[src/rtl/ysyx_25040101_pc_pkg.sv]
// Shared types and defaults for the fetch-side PC sequencer.
package ysyx_25040101_pc_pkg;

    localparam int unsigned XLEN = 32;

    typedef logic [XLEN-1:0] addr_t;

    localparam addr_t       RESET_PC_DEFAULT   = 32'h8000_0000;
    localparam int unsigned INST_BYTES_DEFAULT = 4;

    typedef enum logic [1:0] {
        S_BOOT = 2'd0,
        S_REQ  = 2'd1,
        S_WAIT = 2'd2
    } state_e;

endpackage

[src/rtl/ysyx_25040101_pc_target.sv]
// Redirect target: srca + srcb with optional JALR bit-0 clear and misalign flag.
// Misalign detection only when YSYX_25040101_PC_MISALIGN_CHECK_EN is defined.
module ysyx_25040101_pc_target
    import ysyx_25040101_pc_pkg::*;
(
    input  addr_t srca,
    input  addr_t srcb,
    input  logic  jalr,
    output addr_t target_c,
    output logic  misalign_c
);

    always_comb begin
        target_c   = srca + srcb;
        misalign_c = 1'b0;
        if (jalr) begin
            target_c[0] = 1'b0;
        end
`ifdef YSYX_25040101_PC_MISALIGN_CHECK_EN
        misalign_c = target_c[1];
`endif
    end

endmodule

[src/rtl/ysyx_25040101_pc_seq.sv]
// Fetch-side PC sequencer: owns the PC, issues IFU requests, flushes wrong-path responses.
// Optional target alignment check under YSYX_25040101_PC_MISALIGN_CHECK_EN.
module ysyx_25040101_pc_seq
    import ysyx_25040101_pc_pkg::*;
#(
    parameter addr_t       RESET_PC   = RESET_PC_DEFAULT,
    parameter int unsigned INST_BYTES = INST_BYTES_DEFAULT
) (
    input  logic        clk_i,
    input  logic        rst_n_i,
    input  logic        redir_valid_i,
    input  logic [31:0] redir_srca_i,
    input  logic [31:0] redir_srcb_i,
    input  logic        redir_jalr_i,
    input  logic        trap_valid_i,
    input  logic [31:0] trap_pc_i,
    input  logic        stall_i,
    output logic        ifu_req_valid_o,
    output logic [31:0] ifu_req_pc_o,
    input  logic        ifu_req_ready_i,
    input  logic        ifu_rsp_valid_i,
    output logic        inst_valid_o,
    output logic        flush_o,
    output logic [31:0] pc_o,
    output logic        misalign_o
);

    state_e state, state_nx;
    addr_t  pc, pc_nx;
    addr_t  pend_pc, pend_pc_nx;
    logic   pend_valid, pend_valid_nx;
    logic   pend_is_trap, pend_is_trap_nx;
    logic   req_valid, req_valid_nx;
    logic   inst_valid, inst_valid_nx;
    logic   flush, flush_nx;
    logic   misalign, misalign_nx;
    logic   redir_take;
    addr_t  tgt_c;
    logic   tgt_misalign_c;

    ysyx_25040101_pc_target u_target (
        .srca       (redir_srca_i),
        .srcb       (redir_srcb_i),
        .jalr       (redir_jalr_i),
        .target_c   (tgt_c),
        .misalign_c (tgt_misalign_c)
    );

    // State and datapath registers
    always_ff @(posedge clk_i or negedge rst_n_i) begin
        if (!rst_n_i) begin
            state        <= S_BOOT;
            pc           <= RESET_PC;
            pend_pc      <= RESET_PC;
            pend_valid   <= 1'b0;
            pend_is_trap <= 1'b0;
            req_valid    <= 1'b0;
            inst_valid   <= 1'b0;
            flush        <= 1'b0;
            misalign     <= 1'b0;
        end else begin
            state        <= state_nx;
            pc           <= pc_nx;
            pend_pc      <= pend_pc_nx;
            pend_valid   <= pend_valid_nx;
            pend_is_trap <= pend_is_trap_nx;
            req_valid    <= req_valid_nx;
            inst_valid   <= inst_valid_nx;
            flush        <= flush_nx;
            misalign     <= misalign_nx;
        end
    end

    // Event capture (trap beats redirect; a pending trap blocks redirects), then FSM
    always_comb begin
        state_nx        = state;
        pc_nx           = pc;
        pend_pc_nx      = pend_pc;
        pend_valid_nx   = pend_valid;
        pend_is_trap_nx = pend_is_trap;
        inst_valid_nx   = 1'b0;
        flush_nx        = 1'b0;
        misalign_nx     = 1'b0;
        redir_take      = redir_valid_i && !trap_valid_i && !(pend_valid && pend_is_trap);

        if (trap_valid_i) begin
            pend_valid_nx   = 1'b1;
            pend_pc_nx      = trap_pc_i;
            pend_is_trap_nx = 1'b1;
        end else if (redir_take) begin
            if (tgt_misalign_c) begin
                misalign_nx = 1'b1;
            end else begin
                pend_valid_nx   = 1'b1;
                pend_pc_nx      = tgt_c;
                pend_is_trap_nx = 1'b0;
            end
        end

        case (state)
            S_BOOT: begin
                state_nx = S_REQ;
                if (pend_valid_nx) begin
                    pc_nx           = pend_pc_nx;
                    pend_valid_nx   = 1'b0;
                    pend_is_trap_nx = 1'b0;
                end
            end
            S_REQ: begin
                if (ifu_req_ready_i) begin
                    state_nx = S_WAIT;
                end
            end
            S_WAIT: begin
                if (ifu_rsp_valid_i && !stall_i) begin
                    state_nx = S_REQ;
                    if (pend_valid_nx) begin
                        flush_nx        = 1'b1;
                        pc_nx           = pend_pc_nx;
                        pend_valid_nx   = 1'b0;
                        pend_is_trap_nx = 1'b0;
                    end else begin
                        inst_valid_nx = 1'b1;
                        pc_nx         = pc + addr_t'(INST_BYTES);
                    end
                end
            end
            default: begin
                state_nx = S_BOOT;
            end
        endcase

        req_valid_nx = (state_nx == S_REQ);
    end

    assign ifu_req_valid_o = req_valid;
    assign ifu_req_pc_o    = pc;
    assign pc_o            = pc;
    assign inst_valid_o    = inst_valid;
    assign flush_o         = flush;
    assign misalign_o      = misalign;

endmodule

[config.mk]
export PLATFORM = sky130hd
export DESIGN_NAME = ysyx_25040101_pc_seq
export DESIGN_NICKNAME = d
export VERILOG_FILES = /design/src/rtl/ysyx_25040101_pc_pkg.sv /design/src/rtl/ysyx_25040101_pc_target.sv /design/src/rtl/ysyx_25040101_pc_seq.sv
export SDC_FILE = /design/constraint.sdc
export NUM_CORES = 1
export LEC_CHECK = 0
export BUFFER_PORTS_ARGS = -buffer_cell sky130_fd_sc_hd__buf_2
export CAP_MARGIN = 20
export CORE_ASPECT_RATIO = 0.7
export CORE_MARGIN = 8
export CORE_UTILIZATION = 45
export DETAILED_ROUTE_END_ITERATION = 8
export GPL_ROUTABILITY_DRIVEN = 0
export PLACE_DENSITY = 0.73
export SLEW_MARGIN = 10
export SYNTH_ARGS = -nofsm -noshare
export SYNTH_HDL_FRONTEND = slang
export SYNTH_HIERARCHICAL = 1
export SYNTH_SLANG_ARGS = --single-unit
[constraint.sdc]
create_clock -name clk_i -period 1.96 [get_ports clk_i]
set_input_delay 0.294 -clock clk_i [delete_from_list [all_inputs] [get_ports clk_i]]
set_output_delay 0.294 -clock clk_i [all_outputs]
set_load 0.05 [all_outputs]
# [Word level (Yosys, flattened, before mapping)]
# Cells that the tools add are included.
[totals] regBits=71 latch_bits=0 ram_bits=0 mem_bits_ro=0 in_bits=104 out_inout_bits=68 memories=0
[op_classes] add_sub_neg=2 n_mul=0 div_mod_pow=0 magnitude_cmp=0 n_eq_ne=5 shifts=0 mux=25 bitwise=0 reduce_logical=10
[op_table] op="32-bit two-way mux" count=5
[op_table] op="32-bit case mux with 2 select lines" count=1
[op_table] op="32-bit by 3-bit adder with 32-bit output (second input constant)" count=1
[op_table] op="32-bit adder" count=1
[op_table] op="1-bit two-way mux" count=14
[op_table] op="2-bit case mux with 3 select lines" count=1
[op_table] op="2-bit by 1-bit equality test with 1-bit output (second input constant)" count=2
[op_table] op="1-bit logical AND" count=4
[op_table] op="2-bit two-way mux" count=2
[op_table] op="2-bit inequality test (second input constant)" count=2
[op_table] op="1-bit case mux with 2 select lines" count=2
[op_table] op="1-bit zero test" count=3
[op_table] op="3-bit AND reduction" count=1
[op_table] op="2-bit equality test (second input constant)" count=1
[op_table] op="2-bit zero test" count=1
[op_table] op="2-bit nonzero test" count=1

# [Depth between registers and ports, before layout]
# Gate-level depths: netlist of run 1.
[logic_depth] word_depth=8 depth_mapped=12 mapped_depth_nobuf=11

# [Hierarchy]
# Netlist of run 1, hierarchy kept.
[by_module_without_submodules] mod="ysyx_25040101_pc_seq" instances=1 cells_per_inst=398 area_per_inst_um2=4003.8
[by_module_without_submodules] mod="ysyx_25040101_pc_target" instances=1 cells_per_inst=266 area_per_inst_um2=1859.3

# [Worst setup path before layout of run 1]
# OpenSTA, ideal clock, no wires.
[synth_path] kind="input to register" from="input redir_srca_i[0]" to="register pc[22] (netlist: ifu_req_pc_o[22])" arrival_ns=2.511 t_required_ns=1.810 setup_slack_ns=-0.701 stages=11 cell_sequence="ha_1 -> fa_1 -> a21o_1 -> a221oi_4 -> nor3_1 -> nor2_1 -> o21ai_0 -> xor2_1 -> mux2_2 -> nand2_1 -> o311ai_1"
[synth_via] elab_chain_cells=6 elab_cells_between_ends=7 cone_classes="add/sub: 1; mux: 6"
[synth_lines] item="start: declaration" line="ysyx_25040101_pc_seq.sv:12" rtl="input logic [31:0] redir_srca_i,"
[synth_lines] item="32-bit adder *" line="ysyx_25040101_pc_target.sv:14" rtl="target_c = srca + srcb;"
[synth_lines] item="via tgt_c[22]" line="ysyx_25040101_pc_seq.sv:38" rtl="addr_t tgt_c;"
[synth_lines] item="32-bit two-way mux *" line="ysyx_25040101_pc_seq.sv:90" rtl="end else if (redir_take) begin"
[synth_lines] item="32-bit two-way mux *" line="ysyx_25040101_pc_seq.sv:86" rtl="if (trap_valid_i) begin"
[synth_lines] item="via pend_pc_nx[22]" line="ysyx_25040101_pc_seq.sv:30" rtl="addr_t pend_pc, pend_pc_nx;"
[synth_lines] item="32-bit two-way mux" line="ysyx_25040101_pc_seq.sv:117" rtl="if (pend_valid_nx) begin"
[synth_lines] item="32-bit two-way mux" line="ysyx_25040101_pc_seq.sv:115" rtl="if (ifu_rsp_valid_i && !stall_i) begin"
[synth_lines] item="32-bit case mux with 2 select lines *" line="ysyx_25040101_pc_seq.sv:100" rtl="case (state)"
[synth_lines] item="end signal: assignment" line="ysyx_25040101_pc_seq.sv:63" rtl="pc <= pc_nx;"
[synth_lines] item="end: declaration" line="ysyx_25040101_pc_seq.sv:29" rtl="addr_t pc, pc_nx;"
# Mark *: on every way through the listed nets, which the timed path passes. The rest lies on a longest branch. The select of a mux whose other input is x is not followed.
# A chain may end at the register's enable or synchronous reset.

# [Worst setup path after layout of run 1]
[layout_path] from="input redir_srcb_i[0]" to="register pc[8] (netlist: ifu_req_pc_o[8])"
[layout_via] elab_chain_cells=6 elab_cells_between_ends=7 cone_classes="add/sub: 1; mux: 6"
[layout_lines] item="start: declaration" line="ysyx_25040101_pc_seq.sv:13" rtl="input logic [31:0] redir_srcb_i,"
[layout_lines] item="32-bit adder *" line="ysyx_25040101_pc_target.sv:14"
[layout_lines] item="via tgt_c[8]" line="ysyx_25040101_pc_seq.sv:38"
[layout_lines] item="32-bit two-way mux *" line="ysyx_25040101_pc_seq.sv:90"
[layout_lines] item="32-bit two-way mux *" line="ysyx_25040101_pc_seq.sv:86"
[layout_lines] item="32-bit two-way mux" line="ysyx_25040101_pc_seq.sv:117"
[layout_lines] item="32-bit two-way mux" line="ysyx_25040101_pc_seq.sv:115"
[layout_lines] item="32-bit case mux with 2 select lines *" line="ysyx_25040101_pc_seq.sv:100"
# Marks and branches as above.

==> results of run 1 <==
-- area by class of cell --
| type | instances | area share |
|---|---|---|
| Multi-Input combinational cell | 510 | 0.480 |
| Timing Repair Buffer | 324 | 0.242 |
| Sequential cell | 72 | 0.207 |
| Clock buffer | 9 | 0.0257 |
| Tap cell | 166 | 0.0237 |
| Clock inverter | 7 | 0.0109 |
| Inverter | 23 | 0.00987 |
| Antenna cell | 2 | 0.000572 |
-- power groups by stage --
stage / Clock [mW] / Combinational [mW] / Sequential, mW
after floorplan: 0 / 3.36 / 3.64
after global placement: 0 / 5.94 / 2.47
after detailed placement: 0 / 6.03 / 2.50
after CTS: 1.80 / 6.24 / 2.49
after global routing: 1.87 / 6.86 / 2.56
final: 1.78 / 6.48 / 2.50
-- through the flow --
step                      hold slack (ns)   util  setup slack, ns
after floorplan                  -0.00159      -           -0.513
after global placement              0.142  0.602           -0.857
after detailed placement            0.134  0.602           -0.883
after CTS                           0.135  0.652           -0.434
after global routing                0.150  0.677           -0.554
final                               0.142  0.677           -0.489
-- sequential cells by signal, summed over array words and instances (netlist names) --
register / count
pend_valid: 1
ifu_req_pc_o: 32
flush_o: 1
state: 2
pend_is_trap: 1
misalign_o: 1
pend_pc: 32
ifu_req_valid_o: 1
inst_valid_o: 1
-- cell families after synthesis --
kind of cell | after synthesis | share of synthesized area
multiplexers | 37 | 0.0679
other | 1 | 0.000640
adder cells (fa/ha/maj) | 33 | 0.0717
XOR/XNOR | 27 | 0.0403
buffers and inverters | 82 | 0.0779
AND/OR/NAND/NOR | 208 | 0.187
flip-flops | 72 | 0.308
AO/OA/AOI/OAI | 204 | 0.247
-- metal layers --
metal,track usage,vias up
li1,-,3024
met1,0.295,3059
met2,0.377,288
met3,0.0623,40
met4,0.0591,4
met5,0,-
-- path summary, 6_finish.rpt --
check / to / cells past startpoint / startpoint
min in group asynchronous: ifu_req_pc_o[26] / 2 / rst_n_i
max in group asynchronous: pend_pc[4] / 4 / rst_n_i
worst min-delay path: ifu_req_valid_o / 2 / ifu_req_ready_i
worst max register to register: ifu_req_pc_o[20] / 7 / ifu_req_pc_o[2]
worst max-delay path: ifu_req_pc_o[8] / 13 / redir_srcb_i[0]
worst min register to register: pend_pc[9] / 2 / pend_pc[9]
-- synthesized netlist by cell type, drive strengths merged (8+ instances only) --
| master | instances | area share |
|---|---|---|
| a222oi | 11 | 0.019 |
| nand4 | 13 | 0.016 |
| ha | 32 | 0.068 |
| mux2 | 22 | 0.042 |
| nor2 | 48 | 0.031 |
| nor3 | 9 | 0.0085 |
| clkbuf | 14 | 0.0094 |
| o311ai | 10 | 0.015 |
| dfrtp | 70 | 0.30 |
| a31oi | 10 | 0.012 |
| inv | 23 | 0.015 |
| mux2i | 15 | 0.026 |
| nand2 | 63 | 0.040 |
| nand3 | 23 | 0.020 |
| xor2 | 13 | 0.019 |
| xnor2 | 14 | 0.021 |
| and3 | 13 | 0.014 |
| buf | 45 | 0.054 |
| o211ai | 14 | 0.019 |
| o221ai | 8 | 0.012 |
| a21o | 10 | 0.013 |
| o21ai | 52 | 0.044 |
| a21oi | 35 | 0.031 |
-- what timing repair did --
action / CTS / global route
endpoints found under the hold margin: 4 / 0
hold buffers: 1 / 0
setup endpoints to repair: 49 / 50
buffers inserted: 8 / 12
gates resized for setup: 56 / 61
pin swaps: 38 / 44
-- critical path, cell delays in order --
cell and delay [ns]:
buf_8 0.10, ha_4 0.15, fa_2 0.34, a21o_1 0.21
a221oi_4 0.38, buf_6 0.16, nor2b_1 0.04, o21a_1 0.20
nor2_2 0.12, xnor2_1 0.07, a222oi_1 0.31, buf_4 0.20
o221ai_2 0.09
==> results.cfg, run 1 <==
[status]
status = finished with violations
failed_checks = setup timing

[clocking]
htree_num_levels = 3
clockRootBuffer = clkbuf_16
clock-sinks = 72
clockBufferDepth = 2
clk_latency_ns = 0.34
clkSlewWorstSetupHoldPaths_ns = 0.06
cts_buffers = 9
tritoncts = yes

[power_and_ir_drop]
pwr-share-clk = 0.165
peakVddDrop_v = 0.00119
seqPwrFrac = 0.232
combinationalPowerShare = 0.602
swShare = 0.512
leakagePower_nw = 4.13
cellPowerDensity_nw_per_um2 = 1230
intPower_mw = 5.26
power_switching_mw = 5.51
power_mw = 10.8

[global_route]
grt_pass1_vias = 6458
grt_antenna_before_repair = 4
grt.total_usage = 0.230
grt_max_degree = 44
grt_first_pass_wirelength_microns = 32400
grt-ovfl-total = 0

[finish]
synthToLayoutAreaGrowth_pct = 49.2
layout.nets = 1077
mostFrequentLayoutCells = buf_2 (168), buf_4 (138), dfrtp_1 (64)
fin_area_sq_um = 8750
drive_gt1_frac = 0.498
seqCellArea_sq_um = 1810
fillers = 1012
multi_input_area_sq_um = 4200
final_cells = 1113
final_common_cell = buf_2

[route]
remaining_drc_errors = 0
met1_length_microns = 8870
met3_length_microns = 1590
wl_microns = 20300
routedWlPerCell_microns = 18.2
top_layer = met5
wl_met2_microns = 9530
firstDrtPassIters = 6
initialDrtViolationCount = 573
ant_nets = 0
vias_per_cell = 5.76
via_count = 6415

[floorplan]
placementRows = 35
die_h_microns = 112
die_w_microns = 152
die_area_sq_um = 17000
start_util = 0.454
io_pins = 172
core-area_sq_um = 12900

[timing]
setup_viol = 52
tightest_slew_ns = 0.646
max-slew-margin-rel = 0.569
hold_violations = 0
period_share = 1.25
fmax_ghz = 0.408
setup_ws_ns = -0.489
maxSlewViolCount = 0
finClkSkew_ns = 0.00704
rsz0062_at_grt = yes
finalSetupTns_ns = -12.86
finalCriticalPeriod_ns = 2.45

[worst_setup_path]
arrival_ns = 2.66
r2r_slack_ns = -0.08
required_ns = 2.17
start_kind = input port
crit_type = input port to flop
cp_max_fo = 3
end_kind = flop

[place]
dp_cells = 1075
portBuffers = 171
placed_area_sq_um = 7770
hpwl_microns = 15300

[hold_path]
min_path_type = input port to flop

[yosys]
syn_area_per_cell_sq_um = 8.83
synth-edff-count = 0
ys.flop_type = dfrtp_1
ys.warnings.count = 6
yosysUniqueCellTypes = 82
synth_fp_nets = 801
netlist_instances = 664
synth_area_sq_um = 5860
ys_ff_latch = 72
async_flop_share = 1.00
ys_seq_area_frac = 0.308

[job]
maxCapViolCount = 0
No activity file was read; power rests on OpenSTA's default activity.
==> run 2: changes to the inputs <==
--- a/config.mk
+++ b/config.mk
@@ -16,5 +16,4 @@
 export SLEW_MARGIN = 10
 export SYNTH_ARGS = -nofsm -noshare
 export SYNTH_HDL_FRONTEND = slang
-export SYNTH_HIERARCHICAL = 1
 export SYNTH_SLANG_ARGS = --single-unit
==> run 2 against run 1 <==
Effect of this change: the run still ends with setup timing left; sequential share of layout area is 0.72 points higher; hold slack got worse by 0.11 ns; combinational power up 5.7%; largest power group unchanged; global-route usage shrank 0.13 points; sequential power fell by 3%; largest cell class unchanged; cell count up 4.0%; first-iteration DRC count is 25% lower; sequential cell count shrank 1.
==> results.cfg, run 2 <==
[status]
status = finished with violations
failed_checks = setup timing

[worst_setup_path]
crit_type = input port to flop
slowest_delay_ns = 0.34
r2r_slack_ns = -0.28
critical_path.cell_chain = buf_8 > ha_4 > inv_2 > fa_2 > and2b_1 > o21ai_2 > a211oi_4 > buf_4 > buf_6 > o2111a_2 > nor3_4 > o31ai_4 > a211oi_2 > xor2_1 > o211ai_1 > o21a_1
r2r_start = ifu_req_pc_o[2]
regToRegEndpoint = ifu_req_pc_o[28]
arrival_ns = 2.99
cp_max_fo = 3
required_ns = 2.23
reg2reg_depth = 10
start_kind = input port
end_kind = flop
critPathSlowestCell = o31ai_4

[yosys]
yosysUniqueCellTypes = 70
yosys-top-cells-count = a21oi_1 (79), nand2_1 (78), dfrtp_1 (69), nor2_1 (59), o21ai_0 (56)
synth_area_sq_um = 5640
ys_seq_area_frac = 0.316
netlist_instances = 708
synth_top_area_cell = dfrtp_1
async_flop_share = 1.00
ys.flop_type = dfrtp_1
syn_area_per_cell_sq_um = 7.96
ys.warnings.count = 0
yosysMostFrequentCell = a21oi_1
yosys.area.top_type_share = 0.306
ys_ff_latch = 71
synth.area.top_cells = dfrtp_1 (31%), ha_1 (7.1%), a21oi_1 (7.0%), nand2_1 (5.2%), o21ai_0 (5.0%)
synth_fp_nets = 845
synth-edff-count = 0

[global_route]
grt.total_usage = 0.228
grt_max_degree = 34
grt_antenna_before_repair = 2
grt_pass1_vias = 6332
grt_first_pass_wirelength_microns = 30400
grt-ovfl-total = 0

[finish]
antenna_cells = 0
mostFrequentLayoutCells = buf_2 (168), buf_4 (157), nand2_1 (77)
synthToLayoutAreaGrowth_pct = 48.0
final_cells = 1157
fin_util = 0.676
final_common_cell = buf_2
layout.nets = 1127
drive_gt1_frac = 0.437

[timing]
finalCriticalPeriod_ns = 2.72
finalSetupTns_ns = -19.70
finClkSkew_ns = 0.00448
fmax_ghz = 0.367
rsz0062_at_grt = yes
hold_violations = 0
setup_ws_ns = -0.764
max-slew-margin-rel = 0.480
maxSlewViolCount = 0
tightest_slew_ns = 0.780
setup_viol = 47
period_share = 1.39

[route]
via_count = 6325
remaining_drc_errors = 0
routedWlPerCell_microns = 16.6
ant_nets = 0
vias_per_cell = 5.47
wl_microns = 19200
initialDrtViolationCount = 428
firstDrtPassIters = 5

[floorplan]
die_w_microns = 150
die_h_microns = 110
placementRows = 34
io_pins = 172
start_util = 0.457
die_area_sq_um = 16400
core-area_sq_um = 12300

[clocking]
clockRootBuffer = clkbuf_16
tritoncts = yes
clockBufferDepth = 2
clock-sinks = 71
htree_num_levels = 3
clk_latency_ns = 0.33
clkSlewWorstSetupHoldPaths_ns = 0.06
cts_buffers = 9
ctsHoldBuffers = 0

[place]
hpwl_microns = 14800
dp_cells = 1130
portBuffers = 170

[power_and_ir_drop]
power_switching_mw = 5.59
seqPwrFrac = 0.221
leakagePower_nw = 3.99
pwr-share-clk = 0.155
peakVddDrop_v = 0.00137
swShare = 0.510
intPower_mw = 5.38
cellPowerDensity_nw_per_um2 = 1320
combinationalPowerShare = 0.624

[job]
maxCapViolCount = 0

[hold_path]
min_path_type = input port to async pin
==> run 2: cell types whose count changed after synthesis, sizes merged, moves of 7 or more <==
| cell | delta |
|---|---|
| a21oi | +44 |
| mux2 | -18 |
| clkbuf | +15 |
| nand2 | +15 |
| o21ai | +14 |
| a222oi | -11 |
| nor2 | +11 |
| buf | -9 |
| o211ai | -8 |
| o311ai | -7 |
==> run 2: cell type report <==
type	count	area (sq um)
fill	997	4000
multi-input combinational	551	3790
timing repair buffer	336	2170
sequential	71	1790
clock buffer	13	270
tap	162	203
inverter	21	78.8
clock inverter	3	40.0
==> run 2: worst max path at each step <==
stage | slack (ns) | startpoint | cells past startpoint | to
finish | -0.76 | redir_srca_i[0] | 16 | pend_pc[28]
global route | -0.87 | redir_srca_i[0] | 14 | ifu_req_pc_o[30]
CTS | -0.70 | redir_srca_i[0] | 14 | ifu_req_pc_o[30]
detailed placement | -1.14 | redir_srca_i[0] | 15 | pend_pc[28]
global placement | -1.02 | redir_srca_i[0] | 14 | ifu_req_pc_o[30]
floorplan | -0.76 | redir_srca_i[0] | 13 | ifu_req_pc_o[30]
==> run 2: metal layers <==
metal,part of all wire,GRT usage
met1,0.44,0.295
met2,0.45,0.370
met3,0.092,0.0658
met4,0.016,0.0618
met5,0.00094,0
==> run 2: repair_timing <==
item,4_1_cts,5_1_grt
setup buffers,9,8
gates resized for setup,36,26
endpoints found under the setup margin,47,51
pin swaps,37,35
==> run 2: logic make-up (layout without fill, tap and decap cells) <==
group                    count (synthesis)  after routing  share of synthesized area
AO/OA/AOI/OAI                          237            237                      0.264
other                                    1              1                   0.000665
flip-flops                              71             71                      0.316
XOR/XNOR                                24             24                     0.0373
adder cells (fa/ha/maj)                 33             33                     0.0746
multiplexers                            14             14                     0.0257
AND/OR/NAND/NOR                        242            242                      0.203
buffers and inverters                   86            373                     0.0794
==> run 2: worst max-delay path, delay by kind of cell <==
kind,cells,cell delay [ns]
fa+ha+maj,2,0.45
compound gates,7,1.40
simple gates,2,0.29
xor+xnor,1,0.20
buf+inv,4,0.35
==> run 2: power groups by stage <==
stage | Sequential, mW | Clock, mW | Combinational [mW]
3_3_place_gp | 2.43 | 0 | 6.53
3_5_place_dp | 2.44 | 0 | 6.60
5_1_grt | 2.51 | 1.79 | 7.29
4_1_cts | 2.42 | 1.72 | 6.73
2_1_floorplan | 3.61 | 0 | 3.56
6_report | 2.43 | 1.70 | 6.85
==> run 2: stage by stage <==
step / instance area, sq um / hold WS [ns] / worst slack (ns) / total power, mW
floorplan: 5790 / -0.00159 / -0.757 / 7.18
global placement: 7670 / 0.407 / -1.02 / 8.96
detailed placement: 7670 / 0.406 / -1.14 / 9.05
CTS: 8210 / 0.0491 / -0.702 / 10.9
global route: 8340 / 0.0915 / -0.867 / 11.6
finish: 8340 / 0.0360 / -0.764 / 11.0
==> run 3: changes to the inputs <==
==> constraint.sdc (replaced) <==
create_clock -name clk_i -period 3.38 [get_ports clk_i]
set_input_delay 0.507 -clock clk_i [delete_from_list [all_inputs] [get_ports clk_i]]
set_output_delay 0.507 -clock clk_i [all_outputs]
set_load 0.05 [all_outputs]
==> run 3 against run 2 <==
Effect of this change: the flow now finishes without violations; power decreased by 47%; combinational power decreased by 52%; routed wire length decreased by 10%; clock skew increased by 0.0048 ns; register-to-register slack improved by 0.96 ns; cell count decreased by 13%; first-iteration DRC count increased by 1.6%; largest cell class unchanged.
==> results.cfg, run 3 (synthesis gave the netlist of run 2 again) <==
[timing]
fmax_ghz = 0.323
finalSetupTns_ns = 0
rsz0062_at_grt = no
period_share = 0.915
maxSlewViolCount = 0
setup_viol = 0
finClkSkew_ns = 0.00926
tightest_slew_ns = 0.709
max-slew-margin-rel = 0.527
finalHoldWorstSlack_ns = 0.224
hold_violations = 0
finalCriticalPeriod_ns = 3.09

[floorplan]
start_util = 0.457
die_h_microns = 110
placementRows = 34
core-area_sq_um = 12300
die_w_microns = 150
die_area_sq_um = 16400
io_pins = 172

[worst_setup_path]
cpLargestDelayFamily = compound AO/OA/AOI/OAI gates
crit_type = input port to flop
end_kind = flop
reg2reg_depth = 10
crit_buf_inv = 2
start_kind = input port
critPathSlowestCell = fa_1
regToRegEndpoint = ifu_req_pc_o[28]
required_ns = 3.60
critical_path.cell_chain = buf_2 > ha_1 > inv_1 > fa_1 > and2b_1 > o21ai_2 > a211oi_4 > o2111ai_2 > a311oi_2 > o311ai_1 > o31ai_2 > xnor2_1 > a221oi_2 > a221o_1
slowest_delay_ns = 0.37
cp_max_fo = 3
r2r_slack_ns = 0.68
r2r_start = ifu_req_pc_o[2]
arrival_ns = 3.31

[power_and_ir_drop]
cellPowerDensity_nw_per_um2 = 861
leakagePower_nw = 3.21
power_switching_mw = 3.09
peakVddDrop_v = 0.000795
combinationalPowerShare = 0.558
swShare = 0.527
seqPwrFrac = 0.254
pwr-share-clk = 0.188
intPower_mw = 2.78

[route]
vias_per_cell = 5.67
ant_nets = 0
remaining_drc_errors = 0
wl_microns = 17300
routedWlPerCell_microns = 17.1
initialDrtViolationCount = 435
via_count = 5730
firstDrtPassIters = 6

[clocking]
clockBufferDepth = 2
postCtsSetupRepairBufs = 0
clockRootBuffer = clkbuf_16
clkSlewWorstSetupHoldPaths_ns = 0.06
htree_num_levels = 3
clk_latency_ns = 0.34
tritoncts = yes
ctsHoldBuffers = 0
cts_buffers = 9
clock-sinks = 71
cts_resized = 0

[finish]
drive_gt1_frac = 0.264
layout.nets = 980
synthToLayoutAreaGrowth_pct = 20.9
mostFrequentLayoutCells = buf_2 (170), a21oi_1 (79), nand2_1 (78)
fillers = 1207
final_common_cell = buf_2
multi_input_area_sq_um = 3410
seqCellArea_sq_um = 1780
antenna_cells = 0

[global_route]
grt.total_usage = 0.209
grt_max_degree = 51
grt-ovfl-total = 0
grt_first_pass_wirelength_microns = 27600
grt_antenna_before_repair = 0
grt_pass1_vias = 5557

[place]
portBuffers = 170
hpwl_microns = 13600

[job]
maxCapViolCount = 0

[status]
status = completed

[hold_path]
min_path_type = input port to async pin
[run 3: changes by cell type in the layout (fill, tap and decap cells not counted), moves of 7 or more]
cell	before	now
a21oi_1	70	79
o21ai_1	21	10
a21oi_2	9	0
dfrtp_2	7	0
o21ai_0	36	55
o21ai_2	8	1
buf_4	157	18
dfrtp_1	62	69
[run 3: stage by stage]
stage                     utilization  cells  worst slack (ns)  total power, mW  area (sq um)
after floorplan                     -    708             0.326             4.11          5640
after global placement          0.523    993            0.0547             4.71          6460
after detailed placement        0.524    994           -0.0574             4.77          6470
after CTS                       0.552   1010             0.289             5.88          6820
after global routing            0.552   1010            0.0487             6.21          6820
final                           0.552   1010             0.286             5.87          6820
[run 3: how the worst max path moves through the flow]
stage,startpoint,endpoint,slack (ns),cells after the start
final,redir_srca_i[0],ifu_req_pc_o[30],0.29,14
after global routing,redir_srca_i[0],ifu_req_pc_o[30],0.05,14
after CTS,redir_srca_i[0],ifu_req_pc_o[30],0.29,14
after detailed placement,redir_srca_i[0],ifu_req_pc_o[30],-0.06,14
after global placement,redir_srca_i[0],ifu_req_pc_o[30],0.05,14
after floorplan,redir_srca_i[0],ifu_req_pc_o[30],0.33,13
[run 3: final cells by class]
class / instances / share of cell area
multi-input combinational: 551 / 0.500
sequential: 71 / 0.261
timing repair buffer: 189 / 0.146
clock buffer: 10 / 0.0351
tap: 162 / 0.0297
clock inverter: 6 / 0.0158
inverter: 21 / 0.0116
[run 3: per-layer routing]
metal	GRT usage	share of wire	up-vias
met1	0.292	0.46	2668
met3	0.0543	0.096	23
met5	0	0	-
met2	0.319	0.43	231
li1	-	-	2808
met4	0.0498	0.015	0
[run 3: power by group through the flow]
stage | registers [mW] | clock network, mW | logic, mW
after floorplan | 2.08 | 0 | 2.03
after global placement | 1.49 | 0 | 3.22
after detailed placement | 1.49 | 0 | 3.27
after CTS | 1.49 | 1.11 | 3.28
after global routing | 1.55 | 1.16 | 3.51
final | 1.49 | 1.10 | 3.28
[run 3: worst register-to-register path, cell delays in order (launching register included)]
cell,delay [ns]
dfrtp_1,0.43
ha_1,0.22
and3_1,0.22
nand3_1,0.23
or2_2,0.40
or2_1,0.28
nor2_1,0.26
nand4_1,0.13
a21oi_1,0.16
o22ai_1,0.10
a311oi_1,0.20
